===== config.mk =====
export PLATFORM = sky130hd
export DESIGN_NAME = uart_rx_fsm
export DESIGN_NICKNAME = d
export VERILOG_FILES = /design/src/rtl/uart_rx_pkg.sv /design/src/rtl/uart_rx_fsm_data_sampling.sv /design/src/rtl/uart_rx_fsm.sv
export SDC_FILE = /design/constraint.sdc
export NUM_CORES = 1
export LEC_CHECK = 0
export BUFFER_PORTS_ARGS = -buffer_cell sky130_fd_sc_hd__buf_2
export CORE_MARGIN = 2
export CORE_UTILIZATION = 40
export DETAILED_ROUTE_END_ITERATION = 16
export SYNTH_ARGS = -nofsm -noshare
export SYNTH_HDL_FRONTEND = slang
export SYNTH_HIERARCHICAL = 1
export SYNTH_SLANG_ARGS = --single-unit

===== constraint.sdc =====
create_clock -name CLK -period 2.6 [get_ports CLK]
set_clock_uncertainty 0.05 [all_clocks]
set_input_delay 0 -clock CLK [delete_from_list [all_inputs] [get_ports CLK]]
set_output_delay 0 -clock CLK [all_outputs]
set_load 0.01 [all_outputs]

===== src/rtl/uart_rx_pkg.sv =====
// Shared types and constants for the UART receiver slice.
package uart_rx_pkg;

   // Receiver frame states
   typedef enum logic [2:0] {
      IDLE,
      START,
      DATA,
      PARITY,
      STOP,
      DONE
   } rx_state_e;

   // Parity type encodings as seen on PAR_TYP
   localparam logic PAR_EVEN = 1'b0;
   localparam logic PAR_ODD  = 1'b1;

   // Supported oversampling ratios
   localparam logic [5:0] PRESCALE_8  = 6'd8;
   localparam logic [5:0] PRESCALE_16 = 6'd16;
   localparam logic [5:0] PRESCALE_32 = 6'd32;

   // Unsupported ratios fall back to 8 so the bit-end compare always terminates.
   function automatic logic [5:0] legal_prescale(input logic [5:0] p);
      case (p)
         PRESCALE_8, PRESCALE_16, PRESCALE_32: return p;
         default:                              return PRESCALE_8;
      endcase
   endfunction

   // 2-of-3 majority vote
   function automatic logic majority3(input logic a, input logic b, input logic c);
      return (a & b) | (a & c) | (b & c);
   endfunction

endpackage


===== src/rtl/uart_rx_fsm_data_sampling.sv =====
// Mid-bit majority-vote sampler: three looks at RX_IN around the bit centre.
module data_sampling
   import uart_rx_pkg::*;
(
   input  logic       CLK,
   input  logic       RST,
   input  logic       RX_IN,
   input  logic [5:0] prescale,
   input  logic [5:0] edge_count,
   input  logic       enable,
   output logic       sampled_bit
);

   localparam int N_EARLY = 2;

   logic [5:0]         half_pre;
   logic [5:0]         early_edge [N_EARLY];
   logic [5:0]         last_edge;
   logic [N_EARLY-1:0] samples_reg;
   logic               sampled_bit_reg;

   assign half_pre  = prescale >> 1;
   assign last_edge = half_pre + 6'd1;

   // The first two samples are held in registers; the third is taken live
   // so the vote is registered on the same edge as the last look.
   generate
      for (genvar gi = 0; gi < N_EARLY; gi++) begin : g_early
         assign early_edge[gi] = half_pre + 6'(gi) - 6'd1;

         // Capture one early sample at its edge position
         always_ff @(posedge CLK) begin
            if (RST) begin
               samples_reg[gi] <= 1'b0;
            end else if (enable && (edge_count == early_edge[gi])) begin
               samples_reg[gi] <= RX_IN;
            end
         end
      end
   endgenerate

   // Register the vote; it holds until the next bit's last sample point
   always_ff @(posedge CLK) begin
      if (RST) begin
         sampled_bit_reg <= 1'b0;
      end else if (enable && (edge_count == last_edge)) begin
         sampled_bit_reg <= majority3(samples_reg[0], samples_reg[1], RX_IN);
      end
   end

   assign sampled_bit = sampled_bit_reg;

endmodule


===== src/rtl/uart_rx_fsm.sv =====
// UART receive controller: frame FSM, data shifting, parity and stop checks.
module uart_rx_fsm
   import uart_rx_pkg::*;
#(
   parameter int DATA_WIDTH = 8
) (
   input  logic                  CLK,
   input  logic                  RST,
   input  logic                  RX_IN,
   input  logic                  PAR_EN,
   input  logic                  PAR_TYP,
   input  logic [5:0]            prescale,
   input  logic [5:0]            edge_count,
   input  logic [3:0]            bit_count,
   output logic                  enable,
   output logic [DATA_WIDTH-1:0] P_DATA,
   output logic                  data_valid,
   output logic                  par_err,
   output logic                  stp_err,
   output logic                  strt_glitch
);

   rx_state_e             state_reg;
   logic                  enable_reg;
   logic [DATA_WIDTH-1:0] p_data_reg;
   logic [DATA_WIDTH-1:0] data_shift_reg;
   logic                  data_valid_reg;
   logic                  par_err_reg;
   logic                  stp_err_reg;
   logic                  strt_glitch_reg;
   logic                  par_fail_reg;
   logic                  stop_fail_reg;
   logic                  par_en_reg;
   logic                  par_typ_reg;
   logic [5:0]            prescale_reg;

   logic                  sampled_bit;
   logic                  bit_end;
   logic                  last_data;
   logic                  expected_par;
   logic [DATA_WIDTH-1:0] bit_sel;

   data_sampling u_sampler (
      .CLK         (CLK),
      .RST         (RST),
      .RX_IN       (RX_IN),
      .prescale    (prescale_reg),
      .edge_count  (edge_count),
      .enable      (enable_reg),
      .sampled_bit (sampled_bit)
   );

   assign bit_end      = enable_reg && (edge_count == (prescale_reg - 6'd1));
   assign last_data    = (bit_count == 4'(DATA_WIDTH));
   assign expected_par = (par_typ_reg == PAR_ODD) ? ~(^data_shift_reg) : (^data_shift_reg);

   // One-hot decode of which shift position the current data bit lands in
   generate
      for (genvar gi = 0; gi < DATA_WIDTH; gi++) begin : g_sel
         assign bit_sel[gi] = (bit_count == 4'(gi + 1));
      end
   endgenerate

   // Frame FSM with registered outputs; config is frozen at each frame start
   always_ff @(posedge CLK) begin
      if (RST) begin
         state_reg       <= IDLE;
         enable_reg      <= 1'b0;
         p_data_reg      <= '0;
         data_shift_reg  <= '0;
         data_valid_reg  <= 1'b0;
         par_err_reg     <= 1'b0;
         stp_err_reg     <= 1'b0;
         strt_glitch_reg <= 1'b0;
         par_fail_reg    <= 1'b0;
         stop_fail_reg   <= 1'b0;
         par_en_reg      <= 1'b0;
         par_typ_reg     <= PAR_EVEN;
         prescale_reg    <= PRESCALE_8;
      end else begin
         data_valid_reg  <= 1'b0;
         par_err_reg     <= 1'b0;
         stp_err_reg     <= 1'b0;
         strt_glitch_reg <= 1'b0;

         case (state_reg)
            IDLE: begin
               enable_reg <= 1'b0;
               if (!RX_IN) begin
                  state_reg     <= START;
                  enable_reg    <= 1'b1;
                  par_en_reg    <= PAR_EN;
                  par_typ_reg   <= PAR_TYP;
                  prescale_reg  <= legal_prescale(prescale);
                  par_fail_reg  <= 1'b0;
                  stop_fail_reg <= 1'b0;
               end
            end

            START: begin
               if (bit_end) begin
                  if (sampled_bit) begin
                     strt_glitch_reg <= 1'b1;
                     state_reg       <= IDLE;
                     enable_reg      <= 1'b0;
                  end else begin
                     state_reg <= DATA;
                  end
               end
            end

            DATA: begin
               if (bit_end) begin
                  for (int i = 0; i < DATA_WIDTH; i++) begin
                     if (bit_sel[i]) begin
                        data_shift_reg[i] <= sampled_bit;
                     end
                  end
                  if (last_data) begin
                     state_reg <= par_en_reg ? PARITY : STOP;
                  end
               end
            end

            PARITY: begin
               if (bit_end) begin
                  par_fail_reg <= (expected_par != sampled_bit);
                  state_reg    <= STOP;
               end
            end

            STOP: begin
               if (bit_end) begin
                  stop_fail_reg <= ~sampled_bit;
                  state_reg     <= DONE;
                  enable_reg    <= 1'b0;
               end
            end

            DONE: begin
               par_err_reg <= par_fail_reg;
               stp_err_reg <= stop_fail_reg;
               if (!par_fail_reg && !stop_fail_reg) begin
                  data_valid_reg <= 1'b1;
                  p_data_reg     <= data_shift_reg;
               end
               // A low line here is the next start bit, caught one cycle late
               if (!RX_IN) begin
                  state_reg     <= START;
                  enable_reg    <= 1'b1;
                  par_en_reg    <= PAR_EN;
                  par_typ_reg   <= PAR_TYP;
                  prescale_reg  <= legal_prescale(prescale);
                  par_fail_reg  <= 1'b0;
                  stop_fail_reg <= 1'b0;
               end else begin
                  state_reg  <= IDLE;
                  enable_reg <= 1'b0;
               end
            end

            default: begin
               state_reg  <= IDLE;
               enable_reg <= 1'b0;
            end
         endcase
      end
   end

   assign enable      = enable_reg;
   assign P_DATA      = p_data_reg;
   assign data_valid  = data_valid_reg;
   assign par_err     = par_err_reg;
   assign stp_err     = stp_err_reg;
   assign strt_glitch = strt_glitch_reg;

endmodule


==> summary.md, run 1 <==
| Metric | Value |
|---|---|
| Cell Pwr Density | around 430 nW/um^2 |
| Clk sinks | 37 |
| Max-slew headroom | roughly 59% |
| Final hold vios | 0 |
| Yosys top cell by area | dfxtp_1 |
| Crit path max-delay family | flip-flops |
| Count of flip-flops with a built-in enable after synthesis | 0 |
| Via count | 2043 |
| Ant diodes | 0 |
| Via density | around 5.2 |
| FF+latch area | 741 sq um |
| Worst slew pin tran | between 0.6 and 0.7 ns |
| Residual DRC count | 0 |
| CTS tree | done |
| Final wirelength | 5000 microns |
| VDD IR max | slightly above 0.0003 V |
| Distinct cells, synth | 54 |
| Total power draw | around 1.2 mW |
| Wire length of the first global-routing pass | between 8000 and 9000 microns |
| LEAKAGE | roughly 1.2 nW |
| Synth-to-layout area growth | 14.6% |
| Synth Register Bits | 37 |
| Final antenna-violating net count | 0 |
| Area of the multi-input gates | 1580 sq um |
| Max FO, Critical Path | 12 |
| Port bufs | 33 |
| Critical path, cell by cell | ha_1 > nand3_1 > xnor2_1 > or3_1 > a211oi_2 > mux2i_1 |
| Initial core utilization | around 41% |
| # setup viols final | 0 |
| GP Congestion | 0.827 |
| Slowest-stage cell, CP | dfxtp_1 |
| Ranking of synthesized cells by area | dfxtp_1, mux2i_1, xnor2_1 |
| Die height | a little over 80 microns |
| Maximum level of the CTS H-tree | 2 |
| Vias in the first global route | roughly 1800 |
| Inserted Clock Buffers | 5 |
| Fin util | 47.3% |
| Post-synth ARST share | 0% |
| Critical path class | flop to flop |
| Clock Latency Late Sink | just under 0.3 ns |
| Total GRT Usage | between 15 and 20% |
| Post-Place Cells | 380 |
| Die area | around 6700 sq um |
| RSZ-0062 raised after global routing | no |
| Worst Path Required | 2.78 ns |
| Post-DP Area | around 2600 sq um |
| Row Count | 28 |
| DRT Pass-1 Iters | 4 |
| Crit end category | flop |
| Initial DRC Count | about 140 |
| Max Slew Vio Count | 0 |
| Die X | approximately 80 microns |
| Core ar. | between 5000 and 6000 sq um |
| Synthesized Nets | 308 |
| Initial antenna violation count | 0 |
| Final #Nets | ~340 |
| Hold Crit Class | primary input to flop |
| Max-Cap Viols | 0 |
| Final Non-Filler Cells | between 300 and 400 |
| Layout cells sized above 1 | 19.8% |
| Ys Warns | 6 |
| Status | finished clean |
| TNS Setup | 0 ns |
| WP data arrival | approximately 2.4 ns |
| Yosys top cell area share | around 30% |
| Clock-pin slew on the worst setup and hold paths | ~0.080 ns |
| Largest net degree at the start of global routing | 37 |
| Mapped Cells | between 200 and 300 |
| Max incr delay on CP | between 0.5 and 0.6 ns |
| Post-DP HPWL | about 3700 microns |
| FILL cells | between 600 and 700 |
| CTS Buffer Depth | 2 |
| Io pins | 34 |
| WL/cell | approximately 13 microns |
| Overflow after GRT | 0 |
| Synthesized area per cell | 8.59 sq um |
| Critical path launch point type | flop |
| WP buf/inv | 0 |
| Clock root buffer | clkbuf_8 |
| Sequential area share after synthesis | 30.5% |
| Tmin final | around 2.2 ns |
| Final Cell Area | between 2000 and 3000 sq um |
| Tcrit/Tclk final | a little under nine tenths |
| Post-synthesis cell area | about 2400 sq um |
| Max Clock Freq | between 400 and 500 MHz |
| Post-CTS Setup Inserts | 0 |
| Most used DFF post-synth | dfxtp_1 |
==> repair_timing <==
| action | in CTS | in global routing |
|---|---|---|
| hold buffers | 5 | 0 |
| gates resized for setup | 0 | 0 |
| endpoints found under the hold margin | 6 | 0 |
==> per-layer routing <==
layer | global-route usage [%] | routed length [microns] | up-vias
li1 | - | - | 1060
met4 | 5.00 | 69 | 0
met3 | 3.30 | 181 | 8
met2 | 25.5 | 2240 | 32
met1 | 22.0 | 2500 | 943
met5 | 0 | 0 | -
==> metrics by stage <==
stage                     setup slack (ns)  hold slack (ns)
after floorplan                      0.535           0.0224
after global placement               0.447            0.196
after detailed placement             0.423            0.204
after CTS                            0.379          0.00178
after global routing                 0.246           0.0333
final                                0.363          0.00954
==> power breakdown <==
part	total, mW	leakage [nW]	switching (mW)	internal, mW
registers	0.596	0.299	0.0218	0.574
logic	0.170	0.822	0.0924	0.0771
clock network	0.430	0.0452	0.234	0.195
total	1.20	1.17	0.349	0.847
==> worst paths after layout <==
path | startpoint | endpoint | slack, ns | cells past startpoint
setup reg to reg | prescale_reg[2]$_SDFFE_PP0P_ | u_sampler/samples_reg[1]$_SDFFE_PP0P_ | 0.36 | 6
setup / recovery | prescale_reg[2]$_SDFFE_PP0P_ | u_sampler/samples_reg[1]$_SDFFE_PP0P_ | 0.36 | 6
hold reg to reg | par_fail_reg$_SDFFE_PP0P_ | data_valid$_SDFF_PP0_ | 0.43 | 1
hold / removal | bit_count[3] | data_shift_reg[1]$_SDFFE_PP0P_ | 0.01 | 4
==> cell usage after synthesis (2+ instances only) <==
cell / count
nor4_1: 7
ha_1: 4
nand2_1: 17
a211oi_1: 4
o21ai_0: 2
o211ai_1: 2
and2_1: 7
and2_2: 2
mux2i_1: 23
buf_2: 6
nand3_2: 9
inv_1: 7
dfxtp_1: 37
nand3_1: 7
nand4b_1: 2
nor3b_1: 2
buf_4: 3
xnor2_1: 20
or3_1: 3
nor3_1: 13
a21oi_1: 8
nand2b_1: 18
xor2_1: 10
a211o_1: 2
nand4_1: 2
clkbuf_1: 4
buf_1: 2
or4_1: 2
nor2_1: 33
==> worst reg2reg max path, cell delays in order (launching register included) <==
cell      delay, ns
dfxtp_1        0.58
ha_1           0.37
nand3_1        0.16
xnor2_1        0.20
or3_1          0.39
a211oi_2       0.22
mux2i_1        0.20
==> cell type report <==
cell class,count,share of cell area [%]
multi-input combinational,223,56.7
sequential,37,26.6
timing repair buffer,43,9.07
tap,75,3.37
clock buffer,5,2.47
inverter,7,0.943
clock inverter,3,0.898
==> cells by family after synthesis <==
logic type / count (synthesis) / share of synthesized area [%]
xor+xnor: 32 / 12.4
fa+ha+maj: 5 / 2.47
simple gates: 131 / 30.0
flops: 37 / 30.5
compound gates: 31 / 9.98
buf+inv: 23 / 4.63
mux: 24 / 10.1
==> layout by cell type, fill, tap and decap left out, types with 5 or more instances in the layout <==
cell / n
buf_4: 5
a21oi_1: 8
nand3_1: 7
nor4_1: 7
nand2_1: 17
clkbuf_8: 5
xnor2_1: 20
and2_1: 7
buf_2: 33
inv_1: 7
nand3_2: 9
dfxtp_1: 37
nand2b_1: 18
nor3_1: 13
mux2i_1: 23
dlygate4sd3_1: 5
xor2_1: 10
nor2_1: 33
Power figures use the tool's default switching activity.
==> run 2, diff against run 1 <==
- CTS_CLUSTER_DIAMETER: unset -> 120
- GPL_TIMING_DRIVEN: unset -> 0
- MAX_ROUTING_LAYER: unset -> met4
==> run 2 against run 1 <==
Combinational power is 7% higher. Utilization increased by 0.81 points. Critical path type unchanged. Via count rose by 1.2%. Largest power group unchanged.
==> summary.md, run 2 (synthesis gave the netlist of run 1 again) <==
| Metric | Value |
|---|---|
| Max-Cap Viols | 0 (unchanged) |
| Tcrit/Tclk final | 87.8% (+1.7 points) |
| Via density | 5.13 (-1.3%) |
| Crit end category | flop |
| DRT Pass-1 Iters | 4 (unchanged) |
| Final Cell Area | 2830 sq um (+1.7%) |
| Clock-pin slew on the worst setup and hold paths | 0.07 ns (about the same) |
| Die X | 82.0 microns (unchanged) |
| Post-DP HPWL | 3950 microns (+7.7%) |
| Die height | 82.0 microns (unchanged) |
| Die area | 6720 sq um (unchanged) |
| Clock Latency Late Sink | 0.28 ns (about the same) |
| Post-Place Cells | 391 (+2.9%) |
| Final Non-Filler Cells | 403 (+2.5%) |
| FILL cells | 598 (-0.50%) |
| Wire length of the first global-routing pass | 8790 microns (+3.9%) |
| Largest net degree at the start of global routing | 13 (-65%) |
| Port bufs | 33 (unchanged) |
| Most frequent cells in the layout | buf_2, dfxtp_1, nor2_1, mux2i_1, xnor2_1 |
| Overflow after GRT | 0 (unchanged) |
| Critical path class | flop to flop |
| Layout cells sized above 1 | 21.0% (+1.2 points) |
| Final wirelength | 5150 microns (+3.1%) |
| Critical path, cell by cell | clkbuf_2 > inv_1 > ha_1 > xnor2_1 > nand2_1 > o21ai_0 > nand3_1 > a211oi_2 > mux2i_1 |
| CTS tree | done |
| Grt peak-use layer | met2 |
| Clock root buffer | clkbuf_8 |
| Dpl ws | 0.203 ns (-0.220 ns) |
| Fin util | 48.2% (+0.81 points) |
| Post-DP Area | 2690 sq um (+1.8%) |
| Max Clock Freq | 438 MHz (-2.0%) |
| Initial core utilization | 41.3% (unchanged) |
| Hold Crit Class | primary input to flop |
| WP data arrival | 2.45 ns (+0.04 ns) |
| GP Congestion | 0.936 (+13%) |
| Worst slew pin tran | 0.494 ns (-0.127 ns) |
| Met3 Track Usage GR | 3.63% (+0.33 points) |
| Total GRT Usage | 17.4% (+1.3 points) |
| Most common cell after layout, fill and taps aside | buf_2 |
| Via count | 2068 (+1.2%) |
| Post-CTS Setup Inserts | 0 (unchanged) |
| Max-slew headroom | 67.0% (+8.5 points) |
| # setup viols final | 0 (unchanged) |
| Final antenna-violating net count | 0 (unchanged) |
| Synth-to-layout area growth | 16.5% |
| Clk sinks | 37 (unchanged) |
| Tmin final | 2.28 ns (+0.0451 ns) |
| Vias in the first global route | 1898 (+4.6%) |
| Residual DRC count | 0 (unchanged) |
| Final worst slack | 0.318 ns (-0.0451 ns) |
| Initial DRC Count | 119 (-14%) |
| Hold slack | 0.0159 ns (+0.00640 ns) |
| Maximum level of the CTS H-tree | 2 (unchanged) |
| WL/cell | 12.8 microns (+0.50%) |
| Slowest-stage cell, CP | dfxtp_1 |
| Ant diodes | 0 (unchanged) |
| Max FO, Critical Path | 8 (-4) |
| Inserted Clock Buffers | 5 (unchanged) |
| Initial antenna violation count | 0 (unchanged) |
| Max incr delay on CP | 0.47 ns (-0.11 ns) |
| Met1 Usage GRT | 22.8% (+0.79 points) |
| Cell Pwr Density | 425 nW/um^2 (-0.90%) |
| Final #Nets | 352 (+2.9%) |
| VDD IR max | 0.000236 V (-22%) |
| LEAKAGE | 1.20 nW (+3.0%) |
| Worst Path Required | 2.77 ns (about the same) |
| Status | finished clean |
| Total power draw | 1.20 mW (+0.79%) |
| Critical path launch point type | flop |
| Final hold vios | 0 (unchanged) |
| Core ar. | 5890 sq um (unchanged) |
| RSZ-0062 raised after global routing | no |
| Met2 usage | 26.5% (+0.98 points) |
| Row Count | 28 (unchanged) |
| TNS Setup | 0 ns (unchanged) |
| Io pins | 34 (unchanged) |
| CTS Buffer Depth | 2 (unchanged) |
| Max Slew Vio Count | 0 (unchanged) |
## run 2: layout make-up
class                      instances  area, sq um  area share (%)
clock buffer                       7         96.3            3.40
buffer                            16         87.6            3.09
sequential                        37          741            26.1
multi-input combinational        223         1580            55.7
inverter                           7         26.3           0.927
tap                               75         93.8            3.31
timing repair buffer              37          205            7.24
clock inverter                     1         5.00           0.177
## run 2: per-layer routing
metal,up-vias,wire (microns)
met4,0,125
met3,13,219
met1,940,2520
li1,1070,-
met5,-,0
met2,45,2290
## run 2: power by group
part           switching, mW  internal (mW)
sequential            0.0128          0.575
combinational          0.104         0.0785
clock                  0.196          0.239
## run 2: critical path, delay by kind of cell (launching register included)
family,cells,cell delay (ns)
fa+ha+maj,1,0.34
simple gates,2,0.19
xor+xnor,1,0.29
flops,1,0.47
mux,1,0.20
buf+inv,2,0.34
compound gates,2,0.33
## run 2: path summary, 6_finish.rpt
| check | startpoint | endpoint | slack (ns) | depth (start not counted) |
|---|---|---|---|---|
| setup reg to reg | prescale_reg[1]$_SDFFE_PP0P_ | u_sampler/samples_reg[1]$_SDFFE_PP0P_ | 0.32 | 9 |
| hold reg to reg | par_fail_reg$_SDFFE_PP0P_ | data_valid$_SDFF_PP0_ | 0.42 | 1 |
| hold / removal | prescale[5] | prescale_reg[4]$_SDFFE_PP0P_ | 0.02 | 4 |
| setup / recovery | prescale_reg[1]$_SDFFE_PP0P_ | u_sampler/samples_reg[1]$_SDFFE_PP0P_ | 0.32 | 9 |
## run 2: repair_timing
action,in CTS,in global routing
hold endpoints to repair,5,0
resized for setup,0,2
hold buffers,4,0
endpoints found under the setup margin,0,2
